File: config.mk
export PLATFORM = sky130hd
export DESIGN_NAME = coincidence_sequencer
export DESIGN_NICKNAME = d
export VERILOG_FILES = /design/src/rtl/coincidence_sequencer.sv
export SDC_FILE = /design/constraint.sdc
export NUM_CORES = 1
export LEC_CHECK = 0
export BUFFER_PORTS_ARGS = -buffer_cell sky130_fd_sc_hd__buf_2
export CORE_ASPECT_RATIO = 1.2
export CORE_MARGIN = 2
export CORE_UTILIZATION = 32
export DETAILED_ROUTE_END_ITERATION = 8
export PLACE_DENSITY = 0.6
export SETUP_SLACK_MARGIN = 0.3
export SYNTH_ARGS = -nofsm -noshare
export SYNTH_HDL_FRONTEND = slang
export SYNTH_SLANG_ARGS = --single-unit
File: constraint.sdc
create_clock -name CLK -period 6.6 [get_ports CLK]
set_input_delay 1.32 -clock CLK [delete_from_list [all_inputs] [get_ports CLK]]
set_output_delay 1.32 -clock CLK [all_outputs]
set_load 0.05 [all_outputs]
File: src/rtl/coincidence_sequencer.sv
// coincidence_sequencer
// Front-end sequencer for the MPPC channel pads. After reset it holds every pad
// in discharge for DISCHARGE_CYCLES cycles. It then arms and watches synchronized
// rising edges on the masked channels. A window opens on the first edge and lasts
// WINDOW cycles. If enough channels fired within the window, one event is offered
// on a single-entry valid/ready output register, followed by DEADTIME cycles in
// which edges are ignored.
// Optional feature: define COINC_TIMESTAMP_EN to get a free-running timestamp
// counter and a window-open timestamp on evt_ts; otherwise evt_ts is tied to 0.
module coincidence_sequencer #(
    parameter int NCH              = 8,
    parameter int DISCHARGE_CYCLES = 65536,
    parameter int WINDOW           = 8,
    parameter int DEADTIME         = 64,
    parameter int TS_W             = 32
) (
    input  logic            CLK,
    input  logic            RST,
    input  logic [NCH-1:0]  ch_in,
    output logic [NCH-1:0]  discharge_oe,
    input  logic            enable,
    input  logic [NCH-1:0]  mask,
    input  logic [3:0]      min_hits,
    output logic            evt_valid,
    input  logic            evt_ready,
    output logic [NCH-1:0]  evt_hits,
    output logic [TS_W-1:0] evt_ts,
    output logic [15:0]     drop_cnt,
    output logic [1:0]      state
);

    localparam logic [1:0] S_DISCHARGE = 2'd0;
    localparam logic [1:0] S_ARMED     = 2'd1;
    localparam logic [1:0] S_WINDOW    = 2'd2;
    localparam logic [1:0] S_DEAD      = 2'd3;

    localparam int DIS_W  = $clog2(DISCHARGE_CYCLES + 1);
    localparam int WIN_W  = $clog2(WINDOW + 1);
    localparam int DEAD_W = $clog2(DEADTIME + 1);

    localparam logic [DIS_W-1:0]  DIS_LAST  = DIS_W'(DISCHARGE_CYCLES - 1);
    localparam logic [WIN_W-1:0]  WIN_LAST  = WIN_W'(WINDOW - 1);
    localparam logic [DEAD_W-1:0] DEAD_LAST = DEAD_W'(DEADTIME - 1);

    // Channel input pipeline
    logic [NCH-1:0] r_sync1;
    logic [NCH-1:0] r_sync2;
    logic [NCH-1:0] r_sync3;
    logic [NCH-1:0] r_edge;

    // Sequencer state
    logic [1:0]        r_state;
    logic [NCH-1:0]    r_oe;
    logic [DIS_W-1:0]  r_dis_cnt;
    logic [WIN_W-1:0]  r_win_cnt;
    logic [DEAD_W-1:0] r_dead_cnt;
    logic [NCH-1:0]    r_hits;
    logic [NCH-1:0]    r_mask;
    logic [3:0]        r_min_hits;

    // Output register
    logic           r_evt_valid;
    logic [NCH-1:0] r_evt_hits;
    logic [15:0]    r_drop_cnt;

    // Window decode
    logic           w_open;
    logic           w_eval;
    logic           w_pass;
    logic           w_load;
    logic [NCH-1:0] w_eval_hits;
    logic [3:0]     w_eval_min;
    logic [3:0]     w_min_eff;

    // Two-flop synchronizer plus registered rising-edge detect; runs in every state
    always_ff @(posedge CLK) begin
        // NOTE: all clocked state uses non-blocking assignments so every flop
        // samples the pre-edge values of its neighbours, as real hardware does.
        if (RST) begin
            r_sync1 <= '0;
            r_sync2 <= '0;
            r_sync3 <= '0;
            r_edge  <= '0;
        end else begin
            r_sync1 <= ch_in;
            r_sync2 <= r_sync1;
            r_sync3 <= r_sync2;
            r_edge  <= r_sync2 & ~r_sync3;
        end
    end

    // Decide whether a window opens or closes this cycle and whether it qualifies
    always_comb begin
        // NOTE: every output of this block gets a default first; a path that
        // skipped an assignment would otherwise infer a latch.
        w_open      = 1'b0;
        w_eval      = 1'b0;
        w_eval_hits = r_hits | (r_edge & r_mask);
        w_eval_min  = r_min_hits;
        case (r_state)
            S_ARMED: begin
                // The opening cycle counts as the first window cycle, so a
                // one-cycle window is judged right here on the opening edges.
                w_open      = enable && (|(r_edge & mask));
                w_eval_hits = r_edge & mask;
                w_eval_min  = min_hits;
                w_eval      = w_open && (WINDOW == 1);
            end
            S_WINDOW: begin
                w_eval = enable && (r_win_cnt == WIN_LAST);
            end
            default: begin
            end
        endcase
        w_min_eff = (w_eval_min == 4'd0) ? 4'd1 : w_eval_min;
        w_pass    = w_eval && ($countones(w_eval_hits) >= int'(w_min_eff));
        w_load    = w_pass && (!r_evt_valid || evt_ready);
    end

    // Discharge / armed / window / dead sequencing
    always_ff @(posedge CLK) begin
        if (RST) begin
            r_state    <= S_DISCHARGE;
            r_oe       <= '1;
            r_dis_cnt  <= '0;
            r_win_cnt  <= '0;
            r_dead_cnt <= '0;
            r_hits     <= '0;
            r_mask     <= '0;
            r_min_hits <= '0;
        end else begin
            case (r_state)
                S_DISCHARGE: begin
                    if (r_dis_cnt == DIS_LAST) begin
                        r_oe    <= '0;
                        r_state <= S_ARMED;
                    end else begin
                        r_dis_cnt <= r_dis_cnt + 1'b1;
                    end
                end
                S_ARMED: begin
                    if (w_open) begin
                        // Mask and threshold are frozen for the whole window.
                        r_hits     <= r_edge & mask;
                        r_mask     <= mask;
                        r_min_hits <= min_hits;
                        r_win_cnt  <= WIN_W'(1);
                        r_dead_cnt <= '0;
                        if (WINDOW == 1) begin
                            r_state <= w_pass ? S_DEAD : S_ARMED;
                        end else begin
                            r_state <= S_WINDOW;
                        end
                    end
                end
                S_WINDOW: begin
                    if (!enable) begin
                        r_state <= S_ARMED;
                    end else if (w_eval) begin
                        r_dead_cnt <= '0;
                        r_state    <= w_pass ? S_DEAD : S_ARMED;
                    end else begin
                        r_hits    <= w_eval_hits;
                        r_win_cnt <= r_win_cnt + 1'b1;
                    end
                end
                default: begin
                    if (r_dead_cnt == DEAD_LAST) begin
                        r_state <= S_ARMED;
                    end else begin
                        r_dead_cnt <= r_dead_cnt + 1'b1;
                    end
                end
            endcase
        end
    end

    // Single-entry event register with saturating drop counter
    always_ff @(posedge CLK) begin
        if (RST) begin
            r_evt_valid <= 1'b0;
            r_evt_hits  <= '0;
            r_drop_cnt  <= '0;
        end else if (w_pass) begin
            if (w_load) begin
                r_evt_valid <= 1'b1;
                r_evt_hits  <= w_eval_hits;
            end else if (r_drop_cnt != 16'hFFFF) begin
                r_drop_cnt <= r_drop_cnt + 16'd1;
            end
        end else if (r_evt_valid && evt_ready) begin
            r_evt_valid <= 1'b0;
        end
    end

`ifdef COINC_TIMESTAMP_EN
    logic [TS_W-1:0] r_ts;
    logic [TS_W-1:0] r_win_ts;
    logic [TS_W-1:0] r_evt_ts;
    logic [TS_W-1:0] w_eval_ts;

    // A one-cycle window is judged in the opening cycle, before r_win_ts is captured.
    assign w_eval_ts = (r_state == S_ARMED) ? r_ts : r_win_ts;

    // Free-running timestamp, capture at window open, copy into the event payload
    always_ff @(posedge CLK) begin
        if (RST) begin
            r_ts     <= '0;
            r_win_ts <= '0;
            r_evt_ts <= '0;
        end else begin
            r_ts <= r_ts + 1'b1;
            if (w_open) begin
                r_win_ts <= r_ts;
            end
            if (w_load) begin
                r_evt_ts <= w_eval_ts;
            end
        end
    end

    assign evt_ts = r_evt_ts;
`else
    assign evt_ts = '0;
`endif

    assign discharge_oe = r_oe;
    assign evt_valid    = r_evt_valid;
    assign evt_hits     = r_evt_hits;
    assign drop_cnt     = r_drop_cnt;
    assign state        = r_state;

endmodule

==> results of run 1 <==
## cells in the mapped netlist (15+ instances only)
cell                       instances  share of area (%)
sky130_fd_sc_hd__a211oi_1         15                2.1
sky130_fd_sc_hd__a21oi_1          40                3.8
sky130_fd_sc_hd__buf_4            39                5.6
sky130_fd_sc_hd__clkbuf_1         18                1.3
sky130_fd_sc_hd__dfxtp_1         108                 41
sky130_fd_sc_hd__ha_1             16                3.8
sky130_fd_sc_hd__inv_1            17                1.2
sky130_fd_sc_hd__mux2i_1          26                4.9
sky130_fd_sc_hd__nand2_1          20                1.4
sky130_fd_sc_hd__nand3_1          25                2.4
sky130_fd_sc_hd__nor2_1           63                4.5
sky130_fd_sc_hd__nor2b_1          39                4.6
## through the flow
| stage | worst slack (ns) | cell area [um2] |
|---|---|---|
| global placement | 0.5861 | 5565 |
| detailed placement | 0.5353 | 5565 |
| floorplan | 0.7415 | 5375 |
| CTS | 0.9049 | 5874 |
| global route | 0.7352 | 5874 |
| finish | 0.9066 | 5874 |
## worst register-to-register path: stages (launching register included)
cell                      delay [ns]
sky130_fd_sc_hd__dfxtp_1        0.38
sky130_fd_sc_hd__inv_1          0.11
sky130_fd_sc_hd__ha_1           0.30
sky130_fd_sc_hd__nand3_1        0.13
sky130_fd_sc_hd__o21a_1         0.19
sky130_fd_sc_hd__inv_1          0.08
sky130_fd_sc_hd__fa_1           0.53
sky130_fd_sc_hd__inv_1          0.05
sky130_fd_sc_hd__fa_1           0.45
sky130_fd_sc_hd__fa_1           0.49
sky130_fd_sc_hd__inv_1          0.04
sky130_fd_sc_hd__ha_1           0.19
sky130_fd_sc_hd__fa_1           0.38
sky130_fd_sc_hd__xor2_1         0.15
sky130_fd_sc_hd__ha_1           0.27
sky130_fd_sc_hd__o21a_1         0.11
sky130_fd_sc_hd__nor2_1         0.07
sky130_fd_sc_hd__or4_4          0.68
sky130_fd_sc_hd__nor4b_1        0.39
sky130_fd_sc_hd__mux2_2         0.37
## worst max path at each step
stage                     startpoint            to  depth (start not counted)  slack [ns]
after floorplan             state[1]   drop_cnt[6]                         22        0.74
after global placement       mask[0]  drop_cnt[13]                         18        0.59
after detailed placement     mask[0]  drop_cnt[13]                         18        0.54
after CTS                    mask[0]  drop_cnt[13]                         18        0.90
after global routing         mask[0]  drop_cnt[13]                         18        0.74
final                        mask[0]  drop_cnt[13]                         18        0.91
## cell type report
class,instances,area (um2)
clock buffer,9,225.2
tap,212,265.3
multi-input combinational,419,2744
clock inverter,7,83.83
inverter,17,63.81
fill,1649,10270
timing repair buffer,63,330.3
sequential,108,2162
## sequential cells by signal, summed over array words and instances (netlist names), 7 cells and up
| name | cells |
|---|---|
| r_sync1 | 8 |
| r_dis_cnt | 17 |
| drop_cnt | 16 |
| r_mask | 8 |
| r_sync2 | 8 |
| r_dead_cnt | 7 |
| r_sync3 | 8 |
| r_hits | 8 |
| r_edge | 8 |
| evt_hits | 8 |
## cells in the final DEF (no fill, tap or decap), types with 4 or more instances in the layout
| master | n |
|---|---|
| sky130_fd_sc_hd__xnor2_1 | 4 |
| sky130_fd_sc_hd__o21ai_0 | 12 |
| sky130_fd_sc_hd__o21a_1 | 6 |
| sky130_fd_sc_hd__nand4_1 | 11 |
| sky130_fd_sc_hd__buf_4 | 6 |
| sky130_fd_sc_hd__conb_1 | 32 |
| sky130_fd_sc_hd__a211oi_1 | 15 |
| sky130_fd_sc_hd__nand3_1 | 25 |
| sky130_fd_sc_hd__nor4_1 | 4 |
| sky130_fd_sc_hd__a22oi_1 | 4 |
| sky130_fd_sc_hd__or4_1 | 4 |
| sky130_fd_sc_hd__ha_1 | 16 |
| sky130_fd_sc_hd__mux2i_1 | 26 |
| sky130_fd_sc_hd__or3_1 | 8 |
| sky130_fd_sc_hd__nor2b_1 | 39 |
| sky130_fd_sc_hd__o2bb2ai_1 | 6 |
| sky130_fd_sc_hd__a21oi_1 | 40 |
| sky130_fd_sc_hd__fa_1 | 4 |
| sky130_fd_sc_hd__mux2_2 | 5 |
| sky130_fd_sc_hd__nor3_1 | 8 |
| sky130_fd_sc_hd__mux2_1 | 4 |
| sky130_fd_sc_hd__nand2b_1 | 12 |
| sky130_fd_sc_hd__dfxtp_1 | 108 |
| sky130_fd_sc_hd__xor2_1 | 9 |
| sky130_fd_sc_hd__nor2_1 | 63 |
| sky130_fd_sc_hd__clkbuf_16 | 9 |
| sky130_fd_sc_hd__nor4_2 | 4 |
| sky130_fd_sc_hd__nand2_1 | 20 |
| sky130_fd_sc_hd__and3_1 | 4 |
| sky130_fd_sc_hd__buf_2 | 57 |
| sky130_fd_sc_hd__inv_1 | 17 |
## layer usage
metal	GRT usage (%)	share of wire (%)
met2	18.51	45
met5	0	0
met1	16.09	49
met4	4.406	2.0
met3	3.155	4.0
## cells by family (layout without fill, tap and decap cells)
kind of cell,Yosys count,in the layout,share of synthesized area (%)
and+or+nand+nor,219,219,22.89
DFF,108,108,41.11
AOI/OAI and AO/OA,100,100,12.52
buffers and inverters,84,96,9.041
muxes,35,35,6.876
adders and majority gates,20,20,5.330
xor gates and xnor gates,13,13,2.165
other,1,32,0.07131
## power by group
group	switching (mW)	leakage [nW]	internal, mW
combinational	0.157	1.32	0.0864
clock	0.274	0.151	0.273
sequential	0.0127	0.876	0.671
total	0.444	2.34	1.03
==> results.json, run 1 <==
{
  "final.setup_skew_ns": 0.009500,
  "cts_tree": "built",
  "fin_worst_hold_slack_ns": 0.3839,
  "crit_path_top_cell_by_count": "sky130_fd_sc_hd__fa_1",
  "final-hold-violation-count": 0,
  "hold_start": "r_sync3[3]",
  "criticalPathCategory": "in2reg",
  "rsz0062_at_grt": "false",
  "die_w_um": 121.0,
  "min_delay_path_depth": 1,
  "path_delay_family": "adder cells",
  "globalRouteTotalUtil_pct": 12.00,
  "detail_route.wl_per_cell_um": 12.19,
  "drtPass1Iterations": 4,
  "min_path_type": "reg2reg",
  "ys_types": 56,
  "r2r_end": "drop_cnt[13]",
  "reg2reg_setup_slack_ns": 1.14,
  "timing.critical_path.to_type": "flop",
  "die_height_um": 144.4,
  "r2r.worst_path.cells": 19,
  "slew_headroom_pct": 32.92,
  "detail_route.wirelength_mm": 10.18,
  "design_power_total_mw": 1.474,
  "cts.path.max_buffers": 2,
  "die_area_um2": 17480,
  "yosys_register_bits": 108,
  "io_buffers": 58,
  "insertion_delay_of_the_later_clocked_pin_in_the_worst_skew_pair_ns": 0.35,
  "dr_total_vias": 3907,
  "placedCellCount": 819,
  "final.min_clock_period_ns": 5.693,
  "p_leak_nw": 2.344,
  "worstMarginPinSlew_ns": 1.006,
  "power.density_cell_area_nw_per_um2": 250.9,
  "post_cts_resize_count": 0,
  "critical_path_peak_fanout": 24,
  "timing.hold.worst_endpoint": "r_edge[3]",
  "async_flop_share_pct": 0,
  "cts.repair_timing.setup_buffer_count": 0,
  "synth_area_um2": 5259,
  "crit_buf_inv": 4,
  "grt_max_degree": 66,
  "first_global_vias": 3502,
  "clkSlewWorstSetupHoldPaths_ns": 0.08,
  "clock_sinks": 108,
  "dominantRegCellSynth": "sky130_fd_sc_hd__dfxtp_1",
  "gr-total-overflow": 0,
  "htree_num_levels": 3,
  "cts_inserted_buffers": 9,
  "fp-row-count": 51,
  "timing.final.crit_share_pct": 86.26,
  "timing.critical_path.slowest_cell_delay_ns": 0.68,
  "finalMaxSlewViolations": 0,
  "critPathRequiredTime_ns": 6.85,
  "synthCells": 580,
  "inserted_diodes": 0,
  "ioPinCount": 91,
  "detail_route.vias_per_cell": 4.679,
  "drive_gt1_share_pct": 15.89,
  "critical_path.reg2reg.startpoint": "state[1]",
  "drc_errors": 0,
  "grt_antenna_before_repair": 0,
  "postRouteAntennaNets": 0,
  "synth_edf_count": 0,
  "area_growth_pct": 11.71,
  "synth.yosys.warnings": 0,
  "critical_path_arrival_ns": 5.94,
  "clock-root-buffer": "sky130_fd_sc_hd__clkbuf_16",
  "place_hpwl_mm": 7.173,
  "fmaxAchievable_ghz": 0.1756,
  "worst_setup_path_start_kind": "input pin",
  "initial_core_util_pct": 32.57,
  "first_pass_grt_wire_length_mm": 16.97,
  "setup_viol": 0,
  "final_cells": 835,
  "worstPathCellList": "buf_2 > nand3_1 > o21a_1 > inv_1 > fa_1 > inv_1 > fa_1 > fa_1 > inv_1 > ha_1 > fa_1 > xor2_1 > ha_1 > o21a_1 > nor2_1 > or4_4 > nor4b_1 > mux2_2",
  "tns_ns": 0,
  "timing.critical_path.slowest_stage_cell": "sky130_fd_sc_hd__or4_4",
  "fraction_of_the_yosys_area_taken_by_sequential_cells_pct": 41.11,
  "maxCapViolations": 0,
  "gp_congestion": 0.7831,
  "vdd_drop_max_uv": 122.3,
  "cts_hold_repair.buffers": 0,
  "run_status": "finished, final reports clean",
  "post-route-util_pct": 36.39,
  "initialDrtViolationCount": 226,
  "postSynthAreaPerCell_um2": 9.067,
  "final_net_count": 662,
  "core_region_area_um2": 16140
}
Power figures use the tool's default switching activity.
==> run 2, diff against run 1 <==
--- a/config.mk
+++ b/config.mk
@@ -10,7 +10,8 @@
 export CORE_MARGIN = 2
 export CORE_UTILIZATION = 32
 export DETAILED_ROUTE_END_ITERATION = 8
-export PLACE_DENSITY = 0.6
+export PLACE_DENSITY = 0.62
+export RECOVER_POWER = 25
 export SETUP_SLACK_MARGIN = 0.3
 export SYNTH_ARGS = -nofsm -noshare
 export SYNTH_HDL_FRONTEND = slang
==> constraint.sdc (replaced) <==
create_clock -name CLK -period 5.2 [get_ports CLK]
set_input_delay 1.04 -clock CLK [delete_from_list [all_inputs] [get_ports CLK]]
set_output_delay 1.04 -clock CLK [all_outputs]
set_load 0.05 [all_outputs]
==> run 2 against run 1 <==
Clock power up 20%. Via count up 3.8%. Flip-flop and latch count did not move. Global-route usage increased by 0.91 points. First-iteration DRC count is 0.44% lower. Highest routed layer unchanged.
==> results.json, run 2 (synthesis results as in run 1) <==
{
  "run_status": "finished, final reports clean",
  "maxCapViolations": 0,
  "gp_congestion": 0.8103,
  "clock-root-buffer": "sky130_fd_sc_hd__clkbuf_16",
  "dpl-instance-area_um2": 5713,
  "timing.critical_path.to_type": "flop",
  "rsz0062_at_grt": "true",
  "die_area_um2": 17480,
  "tns_ns": 0,
  "place_ws_ns": -0.4376,
  "design_power_total_mw": 1.910,
  "critPathRequiredTime_ns": 5.44,
  "postRouteAntennaNets": 0,
  "detail_route.wl_per_cell_um": 13.15,
  "grt_antenna_before_repair": 0,
  "grt_max_degree": 84,
  "drc_errors": 0,
  "p_leak_nw": 2.465,
  "power.density_cell_area_nw_per_um2": 306.5,
  "htree_num_levels": 3,
  "globalRouteTotalUtil_pct": 12.91,
  "detail_route.vias_per_cell": 4.734,
  "fp-row-count": 51,
  "final.setup_skew_ns": 0.005960,
  "finalMaxSlewViolations": 0,
  "critical_path_arrival_ns": 5.39,
  "min_path_type": "reg2reg",
  "mostFrequentLayoutCells": "sky130_fd_sc_hd__dfxtp_1 (106), sky130_fd_sc_hd__nor2_1 (60), sky130_fd_sc_hd__buf_2 (56), sky130_fd_sc_hd__nor2b_1 (39), sky130_fd_sc_hd__a21oi_1 (35)",
  "cts_tree": "built",
  "inserted_diodes": 0,
  "fmaxAchievable_ghz": 0.1943,
  "initial_core_util_pct": 32.57,
  "final_net_count": 685,
  "die_w_um": 121.0,
  "critical_path_peak_fanout": 8,
  "post-route-util_pct": 38.60,
  "final.min_clock_period_ns": 5.146,
  "detail_route.wirelength_mm": 11.27,
  "first_pass_grt_wire_length_mm": 18.04,
  "final_common_cell": "sky130_fd_sc_hd__dfxtp_1",
  "clock_sinks": 108,
  "final_area_um2": 6232,
  "criticalPathCategory": "in2reg",
  "drive_gt1_share_pct": 24.03,
  "ioPinCount": 91,
  "place_hpwl_mm": 7.495,
  "slew_headroom_pct": 32.35,
  "vdd_drop_max_uv": 153.5,
  "worst_setup_path_start_kind": "input pin",
  "final.setup.worst_slack_ns": 0.05387,
  "gr-total-overflow": 0,
  "io_buffers": 58,
  "worstMarginPinSlew_ns": 1.015,
  "cts_inserted_buffers": 9,
  "hold_start": "r_sync3[7]",
  "critical_path.reg2reg.startpoint": "state[1]",
  "dr_total_vias": 4057,
  "clkSlewWorstSetupHoldPaths_ns": 0.08,
  "setup.worst_path.start": "mask[0]",
  "first_global_vias": 3676,
  "die_height_um": 144.4,
  "final-hold-violation-count": 0,
  "area_growth_pct": 18.51,
  "largest_register_ffs": 17,
  "timing.final.crit_share_pct": 98.96,
  "cts.path.max_buffers": 2,
  "setup_viol": 0,
  "drtPass1Iterations": 4,
  "insertion_delay_of_the_later_clocked_pin_in_the_worst_skew_pair_ns": 0.35,
  "fillCellCount": 1614,
  "initialDrtViolationCount": 225,
  "core_region_area_um2": 16140,
  "regMostFlops": "r_dis_cnt"
}
==> run 2: changes by cell type in the layout (fill, tap and decap cells not counted), sizes merged <==
cell    delta
buf       +22
clkinv     +1
inv        -2
or4        +1
==> run 2: area by class of cell <==
class,instances,area [um2],area share (%)
clock buffer,9,225.2,3.614
sequential,108,2170,34.81
inverter,17,63.81,1.024
clock inverter,6,60.06,0.9637
tap,212,265.3,4.256
multi-input combinational,420,2920,46.86
timing repair buffer,85,528.0,8.472
==> run 2: routing by layer <==
layer  track usage, %  share of wire, %  up-vias
met4            5.692               1.9        0
met1            16.17                46     1885
li1                 -                 -     2085
met3            2.484               3.5       14
met2            21.53                49       73
met5                0                 0        -
==> run 2: timing repair <==
item                       4_1_cts  5_1_grt
hold buffers                     0        0
hold endpoints to repair         0        0
pin swaps                        7       21
cloned                           1        1
setup buffers                    4        2
gates resized for setup         10       35
setup endpoints to repair       16       26
==> run 2: final timing paths <==
| check | endpoint | depth (start not counted) | slack [ns] |
|---|---|---|---|
| setup / recovery | drop_cnt[6] | 19 | 0.05 |
| hold / removal | r_edge[7] | 1 | 0.38 |
| setup reg to reg | drop_cnt[6] | 19 | 0.14 |
| hold reg to reg | r_edge[7] | 1 | 0.38 |
==> run 2: worst max-delay path, stage by stage <==
cell	delay [ns]
sky130_fd_sc_hd__buf_6	0.09
sky130_fd_sc_hd__nand3_2	0.04
sky130_fd_sc_hd__o21a_1	0.14
sky130_fd_sc_hd__inv_2	0.04
sky130_fd_sc_hd__fa_1	0.54
sky130_fd_sc_hd__inv_2	0.04
sky130_fd_sc_hd__fa_1	0.46
sky130_fd_sc_hd__fa_1	0.53
sky130_fd_sc_hd__inv_2	0.05
sky130_fd_sc_hd__ha_4	0.16
sky130_fd_sc_hd__fa_2	0.35
sky130_fd_sc_hd__xor2_1	0.15
sky130_fd_sc_hd__ha_1	0.27
sky130_fd_sc_hd__o21a_1	0.15
sky130_fd_sc_hd__nor2_4	0.05
sky130_fd_sc_hd__or4_4	0.64
sky130_fd_sc_hd__buf_6	0.17
sky130_fd_sc_hd__nor4_4	0.14
sky130_fd_sc_hd__mux2_4	0.32
==> run 2: power by group <==
part / switching (mW) / internal, mW / total [mW] / leakage [nW]
Combinational: 0.234 / 0.150 / 0.384 / 1.45
Clock: 0.325 / 0.333 / 0.658 / 0.139
Sequential: 0.0161 / 0.852 / 0.868 / 0.877
Total: 0.575 / 1.33 / 1.91 / 2.47
==> run 2: through the flow <==
stage	std cells	hold WS [ns]
after floorplan	611	0.3674
after global placement	834	0.3694
after detailed placement	834	0.3742
after CTS	854	0.3855
after global routing	857	0.3948
final	857	0.3829
